$ cat src/rtl/vga_pkg.sv
// ---------------------------------------------------------------------------
// vga_pkg: shared VGA timing constants, region struct and colour-bar helper
// Rev 1.0
// ---------------------------------------------------------------------------
`default_nettype none

package vga_pkg;

  localparam int COLOR_W_DEF  = 10;
  localparam int CNT_W_DEF    = 11;

  // 640x480 @ 60 Hz, 25.175 MHz pixel clock, both syncs active-low
  localparam int H_ACT_640    = 640;
  localparam int H_FRONT_640  = 16;
  localparam int H_SYNC_640   = 96;
  localparam int H_BACK_640   = 48;
  localparam int V_ACT_480    = 480;
  localparam int V_FRONT_480  = 10;
  localparam int V_SYNC_480   = 2;
  localparam int V_BACK_480   = 33;
  localparam int SYNC_POL_640 = 0;

  // 800x600 @ 60 Hz, 40 MHz pixel clock, both syncs active-high
  localparam int H_ACT_800    = 800;
  localparam int H_FRONT_800  = 40;
  localparam int H_SYNC_800   = 128;
  localparam int H_BACK_800   = 88;
  localparam int V_ACT_600    = 600;
  localparam int V_FRONT_600  = 1;
  localparam int V_SYNC_600   = 4;
  localparam int V_BACK_600   = 23;
  localparam int SYNC_POL_800 = 1;

  typedef struct packed {
    logic active;
    logic hs;
    logic vs;
    logic first;
  } vga_region_t;

  typedef logic [2:0] rgb_bits_t;

  // Bar order white, yellow, cyan, green, magenta, red, blue, black
  function automatic rgb_bits_t bar_rgb(input logic [2:0] idx);
    return {~idx[1], ~idx[2], ~idx[0]};
  endfunction

endpackage

`default_nettype wire

$ cat src/rtl/vga_sync_counter.sv
// ---------------------------------------------------------------------------
// vga_sync_counter: h/v raster counters with wrap and region decode
// Rev 1.0
// ---------------------------------------------------------------------------
`default_nettype none

module vga_sync_counter
  import vga_pkg::*;
#(
  parameter int CNT_W   = CNT_W_DEF,
  parameter int H_ACT   = H_ACT_640,
  parameter int H_FRONT = H_FRONT_640,
  parameter int H_SYNC  = H_SYNC_640,
  parameter int H_BACK  = H_BACK_640,
  parameter int V_ACT   = V_ACT_480,
  parameter int V_FRONT = V_FRONT_480,
  parameter int V_SYNC  = V_SYNC_480,
  parameter int V_BACK  = V_BACK_480
) (
  input  logic             iClk,
  input  logic             iRst,
  input  logic             iEn,
  output logic [CNT_W-1:0] oH,
  output logic [CNT_W-1:0] oV,
  output vga_region_t      oRegion
);

  localparam int H_TOTAL = H_ACT + H_FRONT + H_SYNC + H_BACK;
  localparam int V_TOTAL = V_ACT + V_FRONT + V_SYNC + V_BACK;

  localparam logic [CNT_W-1:0] H_LAST  = CNT_W'(H_TOTAL - 1);
  localparam logic [CNT_W-1:0] V_LAST  = CNT_W'(V_TOTAL - 1);
  localparam logic [CNT_W-1:0] H_END_A = CNT_W'(H_ACT);
  localparam logic [CNT_W-1:0] V_END_A = CNT_W'(V_ACT);
  localparam logic [CNT_W-1:0] HS_BEG  = CNT_W'(H_ACT + H_FRONT);
  localparam logic [CNT_W-1:0] HS_END  = CNT_W'(H_ACT + H_FRONT + H_SYNC);
  localparam logic [CNT_W-1:0] VS_BEG  = CNT_W'(V_ACT + V_FRONT);
  localparam logic [CNT_W-1:0] VS_END  = CNT_W'(V_ACT + V_FRONT + V_SYNC);

  logic [CNT_W-1:0] h_q, h_d;
  logic [CNT_W-1:0] v_q, v_d;

  always_comb begin
    h_d = h_q;
    v_d = v_q;
    if (iEn) begin
      if (h_q == H_LAST) begin
        h_d = '0;
        v_d = (v_q == V_LAST) ? '0 : v_q + 1'b1;
      end else begin
        h_d = h_q + 1'b1;
      end
    end
  end

  always_ff @(posedge iClk or posedge iRst) begin
    if (iRst) begin
      h_q <= '0;
      v_q <= '0;
    end else begin
      h_q <= h_d;
      v_q <= v_d;
    end
  end

  always_comb begin
    oRegion.active = (h_q < H_END_A) && (v_q < V_END_A);
    oRegion.hs     = (h_q >= HS_BEG) && (h_q < HS_END);
    oRegion.vs     = (v_q >= VS_BEG) && (v_q < VS_END);
    oRegion.first  = (h_q == '0) && (v_q == '0);
  end

  assign oH = h_q;
  assign oV = v_q;

endmodule

`default_nettype wire

$ cat src/rtl/vga_timing_gen.sv
// ---------------------------------------------------------------------------
// vga_timing_gen: VGA timing and registered DAC stage; VGA_TEST_PATTERN_EN adds colour bars
// Rev 1.0
// ---------------------------------------------------------------------------
`default_nettype none

module vga_timing_gen
  import vga_pkg::*;
#(
  parameter int COLOR_W = COLOR_W_DEF,
  parameter int CNT_W   = CNT_W_DEF,
  parameter int H_ACT   = H_ACT_640,
  parameter int H_FRONT = H_FRONT_640,
  parameter int H_SYNC  = H_SYNC_640,
  parameter int H_BACK  = H_BACK_640,
  parameter int V_ACT   = V_ACT_480,
  parameter int V_FRONT = V_FRONT_480,
  parameter int V_SYNC  = V_SYNC_480,
  parameter int V_BACK  = V_BACK_480,
  parameter int HS_POL  = SYNC_POL_640,
  parameter int VS_POL  = SYNC_POL_640
) (
  input  logic               iClk,
  input  logic               iRst,
  input  logic               iEn,
  input  logic [COLOR_W-1:0] iRed,
  input  logic [COLOR_W-1:0] iGreen,
  input  logic [COLOR_W-1:0] iBlue,
`ifdef VGA_TEST_PATTERN_EN
  input  logic               iPatSel,
`endif
  output logic               oReq,
  output logic [CNT_W-1:0]   oCurrX,
  output logic [CNT_W-1:0]   oCurrY,
  output logic [COLOR_W-1:0] oVGA_R,
  output logic [COLOR_W-1:0] oVGA_G,
  output logic [COLOR_W-1:0] oVGA_B,
  output logic               oVGA_HS,
  output logic               oVGA_VS,
  output logic               oVGA_BLANK,
  output logic               oVGA_SYNC,
  output logic               oFrameStart,
  output logic [15:0]        oFrameCnt
);

  localparam logic HS_ON = (HS_POL != 0);
  localparam logic VS_ON = (VS_POL != 0);

  logic [CNT_W-1:0] h, v;
  vga_region_t      region;

  vga_sync_counter #(
    .CNT_W  (CNT_W),
    .H_ACT  (H_ACT),
    .H_FRONT(H_FRONT),
    .H_SYNC (H_SYNC),
    .H_BACK (H_BACK),
    .V_ACT  (V_ACT),
    .V_FRONT(V_FRONT),
    .V_SYNC (V_SYNC),
    .V_BACK (V_BACK)
  ) u_sync_counter (
    .iClk   (iClk),
    .iRst   (iRst),
    .iEn    (iEn),
    .oH     (h),
    .oV     (v),
    .oRegion(region)
  );

  logic [COLOR_W-1:0] pix_r, pix_g, pix_b;

`ifdef VGA_TEST_PATTERN_EN
  localparam logic [CNT_W+2:0] H_ACT_X = (CNT_W + 3)'(H_ACT);

  logic [CNT_W+2:0] h_x8;
  rgb_bits_t        bar;

  // Bar index h*8/H_ACT, only meaningful inside the active region
  always_comb begin
    h_x8 = {h, 3'b000};
    bar  = bar_rgb(3'(h_x8 / H_ACT_X));
  end

  always_comb begin
    pix_r = iRed;
    pix_g = iGreen;
    pix_b = iBlue;
    if (iPatSel) begin
      pix_r = {COLOR_W{bar[2]}};
      pix_g = {COLOR_W{bar[1]}};
      pix_b = {COLOR_W{bar[0]}};
    end
  end
`else
  always_comb begin
    pix_r = iRed;
    pix_g = iGreen;
    pix_b = iBlue;
  end
`endif

  logic [COLOR_W-1:0] r_q, r_d, g_q, g_d, b_q, b_d;
  logic               hs_q, hs_d, vs_q, vs_d, blank_q, blank_d;
  logic               fs_q, fs_d;
  logic [15:0]        fcnt_q, fcnt_d;

  always_comb begin
    r_d     = r_q;
    g_d     = g_q;
    b_d     = b_q;
    hs_d    = hs_q;
    vs_d    = vs_q;
    blank_d = blank_q;
    fs_d    = fs_q;
    fcnt_d  = fcnt_q;
    if (iEn) begin
      r_d     = region.active ? pix_r : '0;
      g_d     = region.active ? pix_g : '0;
      b_d     = region.active ? pix_b : '0;
      hs_d    = region.hs ? HS_ON : ~HS_ON;
      vs_d    = region.vs ? VS_ON : ~VS_ON;
      blank_d = region.active;
      fs_d    = region.first;
      fcnt_d  = region.first ? fcnt_q + 16'd1 : fcnt_q;
    end
  end

  always_ff @(posedge iClk or posedge iRst) begin
    if (iRst) begin
      r_q     <= '0;
      g_q     <= '0;
      b_q     <= '0;
      hs_q    <= ~HS_ON;
      vs_q    <= ~VS_ON;
      blank_q <= 1'b0;
      fs_q    <= 1'b0;
      fcnt_q  <= '0;
    end else begin
      r_q     <= r_d;
      g_q     <= g_d;
      b_q     <= b_d;
      hs_q    <= hs_d;
      vs_q    <= vs_d;
      blank_q <= blank_d;
      fs_q    <= fs_d;
      fcnt_q  <= fcnt_d;
    end
  end

  assign oReq        = region.active & ~iRst;
  assign oCurrX      = oReq ? h : '0;
  assign oCurrY      = oReq ? v : '0;
  assign oVGA_R      = r_q;
  assign oVGA_G      = g_q;
  assign oVGA_B      = b_q;
  assign oVGA_HS     = hs_q;
  assign oVGA_VS     = vs_q;
  assign oVGA_BLANK  = blank_q;
  assign oVGA_SYNC   = 1'b1;
  // A pulse held across a stall reappears once counting resumes
  assign oFrameStart = fs_q & iEn;
  assign oFrameCnt   = fcnt_q;

endmodule

`default_nettype wire

$ cat config.mk
export PLATFORM = sky130hd
export DESIGN_NAME = vga_timing_gen
export DESIGN_NICKNAME = d
export VERILOG_FILES = /design/src/rtl/vga_pkg.sv /design/src/rtl/vga_sync_counter.sv /design/src/rtl/vga_timing_gen.sv
export SDC_FILE = /design/constraint.sdc
export NUM_CORES = 1
export LEC_CHECK = 0
export BUFFER_PORTS_ARGS = -buffer_cell sky130_fd_sc_hd__buf_4
export CORE_ASPECT_RATIO = 1.25
export CORE_MARGIN = 3
export CORE_UTILIZATION = 51
export DETAILED_ROUTE_END_ITERATION = 12
export GPL_ROUTABILITY_DRIVEN = 0
export HOLD_SLACK_MARGIN = 0.02
export PLACE_DENSITY = 0.8
export RECOVER_POWER = 100
export SYNTH_ARGS = -nofsm -noshare
export SYNTH_HDL_FRONTEND = slang
export SYNTH_SLANG_ARGS = --single-unit
$ cat constraint.sdc
create_clock -name iClk -period 3.5 [get_ports iClk]
set_input_delay 0.35 -clock iClk [delete_from_list [all_inputs] [get_ports iClk]]
set_output_delay 0.35 -clock iClk [all_outputs]
set_load 0.01 [all_outputs]
* Yosys cells after proc, flatten, opt, wreduce, memory -nomap -nowiden *
Index checks and enable logic that the tools add are counted.
W data, S select, Z words.

storage, ports and cells
  register bits after elaboration = 72
  bits of input ports = 33
  output and inout bits = 74

cells by class
  $add $sub $neg = 3
  $lt $le $gt $ge = 6
  equality and inequality tests = 2
  mux-type cells = 9
  bitwise gates (word level) = 3
  reductions and logical operators = 8

operators by type and width
  cell                     count
  $mux W11                 4
  $mux W10                 3
  $add A11 B1 Y11 const B  2
  $eq A11 B10 Y1 const B   2
  $logic_not A11 Y1        2
  $lt A11 B10 Y1 const B   2
  $lt A11 B9 Y1 const B    2
  $add A16 B1 Y16 const B  1
  $ge A11 B10 Y1 const B   1
  $ge A11 B9 Y1 const B    1
  $logic_and A1 B1 Y1      4
  $reduce_and A2 Y1        2
  $and A1 B1 Y1            2
  $mux W1                  2
  $not A1 Y1               1

* Longest topological paths before layout *
  depth in word-level cells = 4
  gate-level depth with buffers = 8
  mapped depth without buffers = 7

* By module *
From an unflattened synthesis, not the netlist that was laid out.

unflattened totals
  cell total of the unflattened synthesis = 355
  area total of the unflattened synthesis = 3,433.3 um^2

modules (own cells, without submodules)
  module            times used  cells an instance  area an instance (um^2)  sequential area each (um^2)
  vga_timing_gen    1           227                2,222.1                  1,253.7
  vga_sync_counter  1           128                1,211.2                  550.5

* Worst setup path after synthesis *
No wires, ideal clock.

  path kind = in2out
  start point = input iRst
  end point = output oCurrY[1]
  data arrival time = 3,114 ps
  path slack = 36 ps
  stages on the path = 3
  cell sequence = inv_1 -> clkbuf_1 -> and3_1

on the way
  cells in the longest elaborated chain, start to end = 3

RTL lines
  element        RTL line               source
  from (decl)    vga_timing_gen.sv:24   input logic iRst,
  $not A1 Y1     vga_timing_gen.sv:151  assign oReq = region.active & ~iRst;
  $and A1 B1 Y1  vga_timing_gen.sv:151
  $mux W11       vga_timing_gen.sv:153  assign oCurrY = oReq ? v : '0;
  to (decl)      vga_timing_gen.sv:34   output logic [CNT_W-1:0] oCurrY,

No other way between the ends.

* Final worst setup path *
  start point = register u_sync_counter.h_q[8], in the netlist u_sync_counter.oH[8]
  end point = register b_q[2], in the netlist oVGA_B[2]

on the way
  cells in the longest elaborated chain, start to end = 3

RTL lines
  element                 RTL line                source
  from (decl)             vga_sync_counter.sv:40  logic [CNT_W-1:0] h_q, h_d;
  from (signal assigned)  vga_sync_counter.sv:58  h_q <= '0;
  from (signal assigned)  vga_sync_counter.sv:61  h_q <= h_d;
  $lt A11 B10 Y1          vga_sync_counter.sv:67  oRegion.active = (h_q < H_END_A) && (v_q < V_END_A);
  $logic_and A1 B1 Y1     vga_sync_counter.sv:67
  $mux W10                vga_timing_gen.sv:120   b_d = region.active ? pix_b : '0;
  to (signal assigned)    vga_timing_gen.sv:133   b_q <= '0;
  to (signal assigned)    vga_timing_gen.sv:142   b_q <= b_d;
  to (decl)               vga_timing_gen.sv:103   logic [COLOR_W-1:0] r_q, r_d, g_q, g_d, b_q, b_d;

No other way between the ends.
A chain may end at the register's enable or synchronous reset.

==> impl_metrics.yaml <==
yosys:
  synth-xor-area-share_pct: 7.40
  synthArstFlopShare_pct: 100
  ys.flop_type: "dfrtp_1"
  synth_compound_area_share_pct: 11.2
  synthSimpleGateAreaFrac_pct: 19.3
  synth_cells: 305
  synth_top_family_by_area: "simple AND/OR/NAND/NOR gates"
  ys_types: 41
  synth-adder-area-share_pct: 1.89
  synthMuxAreaShare_pct: 0.982
  ys_top_cells_by_area: "dfrtp_1 53%, a22o_1 8.2%, xor2_1 4.0%"
  synth_top_cell_area_share_pct: 52.9
  synth_edf_count: 0
  avgSynthCellArea_sq_um: 10.9
  syn_area_sq_mm: 0.00331
  yosysWarnings: 0
  ys_seq_area_share_pct: 54.4
  synth_area_leader_cell: "dfrtp_1"
  synth-seq-cells: 72
global_routing:
  antenna_found_initial: 0
  globalRouteOverflowTotal: 0
  grt_pass1_vias: 2611
  grt_pass1_wl_mm: 12.8
  track_usage_pct: 21.7
  grt_max_degree: 60
cells_and_area:
  fin_nets: 440
  diodes: 0
  final_cell_mix: "71 x clkbuf_1, 70 x dfrtp_1, 33 x buf_4"
  layoutNonFillerInstCount: 492
  final_common_cell: "clkbuf_1"
  syn_to_final_growth_pct: 22.0
  layout-drive-gt1-share_pct: 13.8
floorplanning:
  die_x_microns: 78.1
  chipHeight_microns: 96.1
  die_area_sq_mm: 0.00751
  start_util_pct: 53.1
  coreArea_sq_mm: 0.00625
  placementRows: 32
  io_pins: 107
setup_path:
  path_cells: "o21ai_0, nand2_1, nor4_1, buf_4, and2_1, clkbuf_1, a22o_1"
  r2r-start: "u_sync_counter.oH[8]"
  worstRegToRegCells: 7
  rrSetupSlack_ns: 0.89
  cp_max_fo: 31
  crit_path_top_delay_cell: "clkbuf_1"
  critical_path_class: "flop to flop"
  r2r_end: "oVGA_B[2]"
  cp.required_ns: 3.77
  crit_path_start_kind: "flop"
  cp-end-kind: "flop"
  crit_arrival_ns: 2.88
  critPathMaxStageDelay_ns: 0.95
pwr:
  fin_total_pwr_mw: 1.93
  vdd_drop_max_mv: 0.225
  p_leak_nw: 1.90
  powerDensity_mw_per_mm2: 478
outcome:
  status: "complete, no violations"
placed_design:
  dpl.cell_count: 475
  port_buffers: 102
  dpl.hpwl_mm: 5.60
clock_tree:
  clk_latency_ns: 0.34
  ctsResizeCount: 0
  htreeDepth: 3
  postCtsHoldBufs: 1
  cts_num_sinks: 72
  cts-root-buf: "clkbuf_8"
  clkTransAtPathRegs_ns: 0.08
  clk_path_buf_depth: 2
  cts_tree: "done"
  postCtsSetupRepairBufs: 0
  cts_buffers: 9
job:
  drv_cap: 0
hold_path:
  hold_class: "input pin to flop"
  whs_path_depth: 2
  min_to: "oVGA_R[1]"
  min_from: "iRed[1]"
timing:
  min_period_over_period_pct: 74.6
  hold_viol: 0
  finalSetupViolCount: 0
  slew_viol_final: 0
  timing.setup.tns_ns: 0
  slew-limit-headroom_pct: 8.66
  worst_pin_slew_ns: 1.37
  finClkSkew_ns: 0.0124
  period_minus_slack_ns: 2.61
  grt_setup_unrepaired: "false"
  fmax_mhz: 383
drt:
  via_per_inst: 5.45
  wl_per_cell_microns: 15.9
  first_pass_iters: 4
  drtIter0Drc: 151
  ant_nets: 0
  drc_errors: 0
  vias: 2680
  wirelength_mm: 7.84
flip-flops by register name, summed over array words and instances (netlist names):
name               flops
oFrameCnt             16
u_sync_counter.oH     11
u_sync_counter.oV     11
oVGA_B                10
oVGA_G                10
oVGA_R                10
fs_q                   1
oVGA_BLANK             1
oVGA_HS                1
oVGA_VS                1
worst max-delay path by stage:
stage,start,to,slack (ns),cells past startpoint
after floorplan,iRst,oCurrY[1],0.04,3
after global placement,u_sync_counter.oH[0],oFrameCnt[5],1.43,7
after detailed placement,u_sync_counter.oH[0],oFrameCnt[5],1.40,7
after CTS,iRst,oCurrX[7],1.32,5
after global routing,u_sync_counter.oH[8],oVGA_B[8],0.68,7
final,u_sync_counter.oH[8],oVGA_B[2],0.89,7
worst max-delay path: cells and delay by family (launching register included):
family	cells	cell delay, ns
simple gates	3	0.37
compound gates	2	0.45
flops	1	0.48
buf+inv	2	1.21
cell usage after synthesis (3+ instances only):
cell type,n
a21oi_1,3
a22o_1,31
and3_1,20
buf_4,4
clkbuf_1,15
dfrtp_1,70
ha_1,5
inv_1,10
nand2_1,18
nand2b_1,3
nand3_1,12
nand4_1,12
nor2_1,21
nor3_1,9
nor4_1,3
o21ai_0,10
xnor2_1,13
xor2_1,15
logic make-up (layout without fill, tap and decap cells):
logic type	count (synthesis)	after routing
adder cells (fa/ha/maj)	5	5
buffers and inverters	32	132
XOR/XNOR	28	28
AO/OA/AOI/OAI	49	49
AND/OR/NAND/NOR	114	114
other	2	4
multiplexers	3	3
flip-flops	72	72
layout make-up:
class | instances | area [sq um]
clock buffer | 10 | 128
multi-input combinational | 203 | 1340
sequential | 72 | 1800
timing repair buffer | 106 | 533
inverter | 10 | 38.8
clock inverter | 6 | 90.1
tap | 85 | 106
fill | 600 | 2200
report_power, final:
part           internal, mW  switching [mW]  leakage [nW]
sequential            0.891          0.0656         0.908
combinational         0.108           0.144         0.886
clock                 0.405           0.317         0.107
total                  1.40           0.527          1.90
metrics by stage:
| step | utilization, % | hold WS, ns | cell area, sq um | worst slack, ns |
|---|---|---|---|---|
| 3_5_place_dp | 65.8 | 0.353 | 4110 | 1.40 |
| 3_3_place_gp | 65.8 | 0.353 | 4110 | 1.43 |
| 6_report | 64.7 | 0.216 | 4040 | 0.890 |
| 5_1_grt | 64.7 | 0.199 | 4040 | 0.683 |
| 2_1_floorplan | - | 0.476 | 3320 | 0.0360 |
| 4_1_cts | 69.5 | 0.202 | 4340 | 1.32 |
metal layers:
metal / track usage [%] / vias to the layer above / share of wire, %
met2: 38.0 / 100 / 53
li1: - / 1269 / -
met3: 4.21 / 7 / 5.8
met1: 27.2 / 1304 / 41
met5: 0 / - / 0
met4: 6.56 / 0 / 0.83
Power figures use the tool's default switching activity.
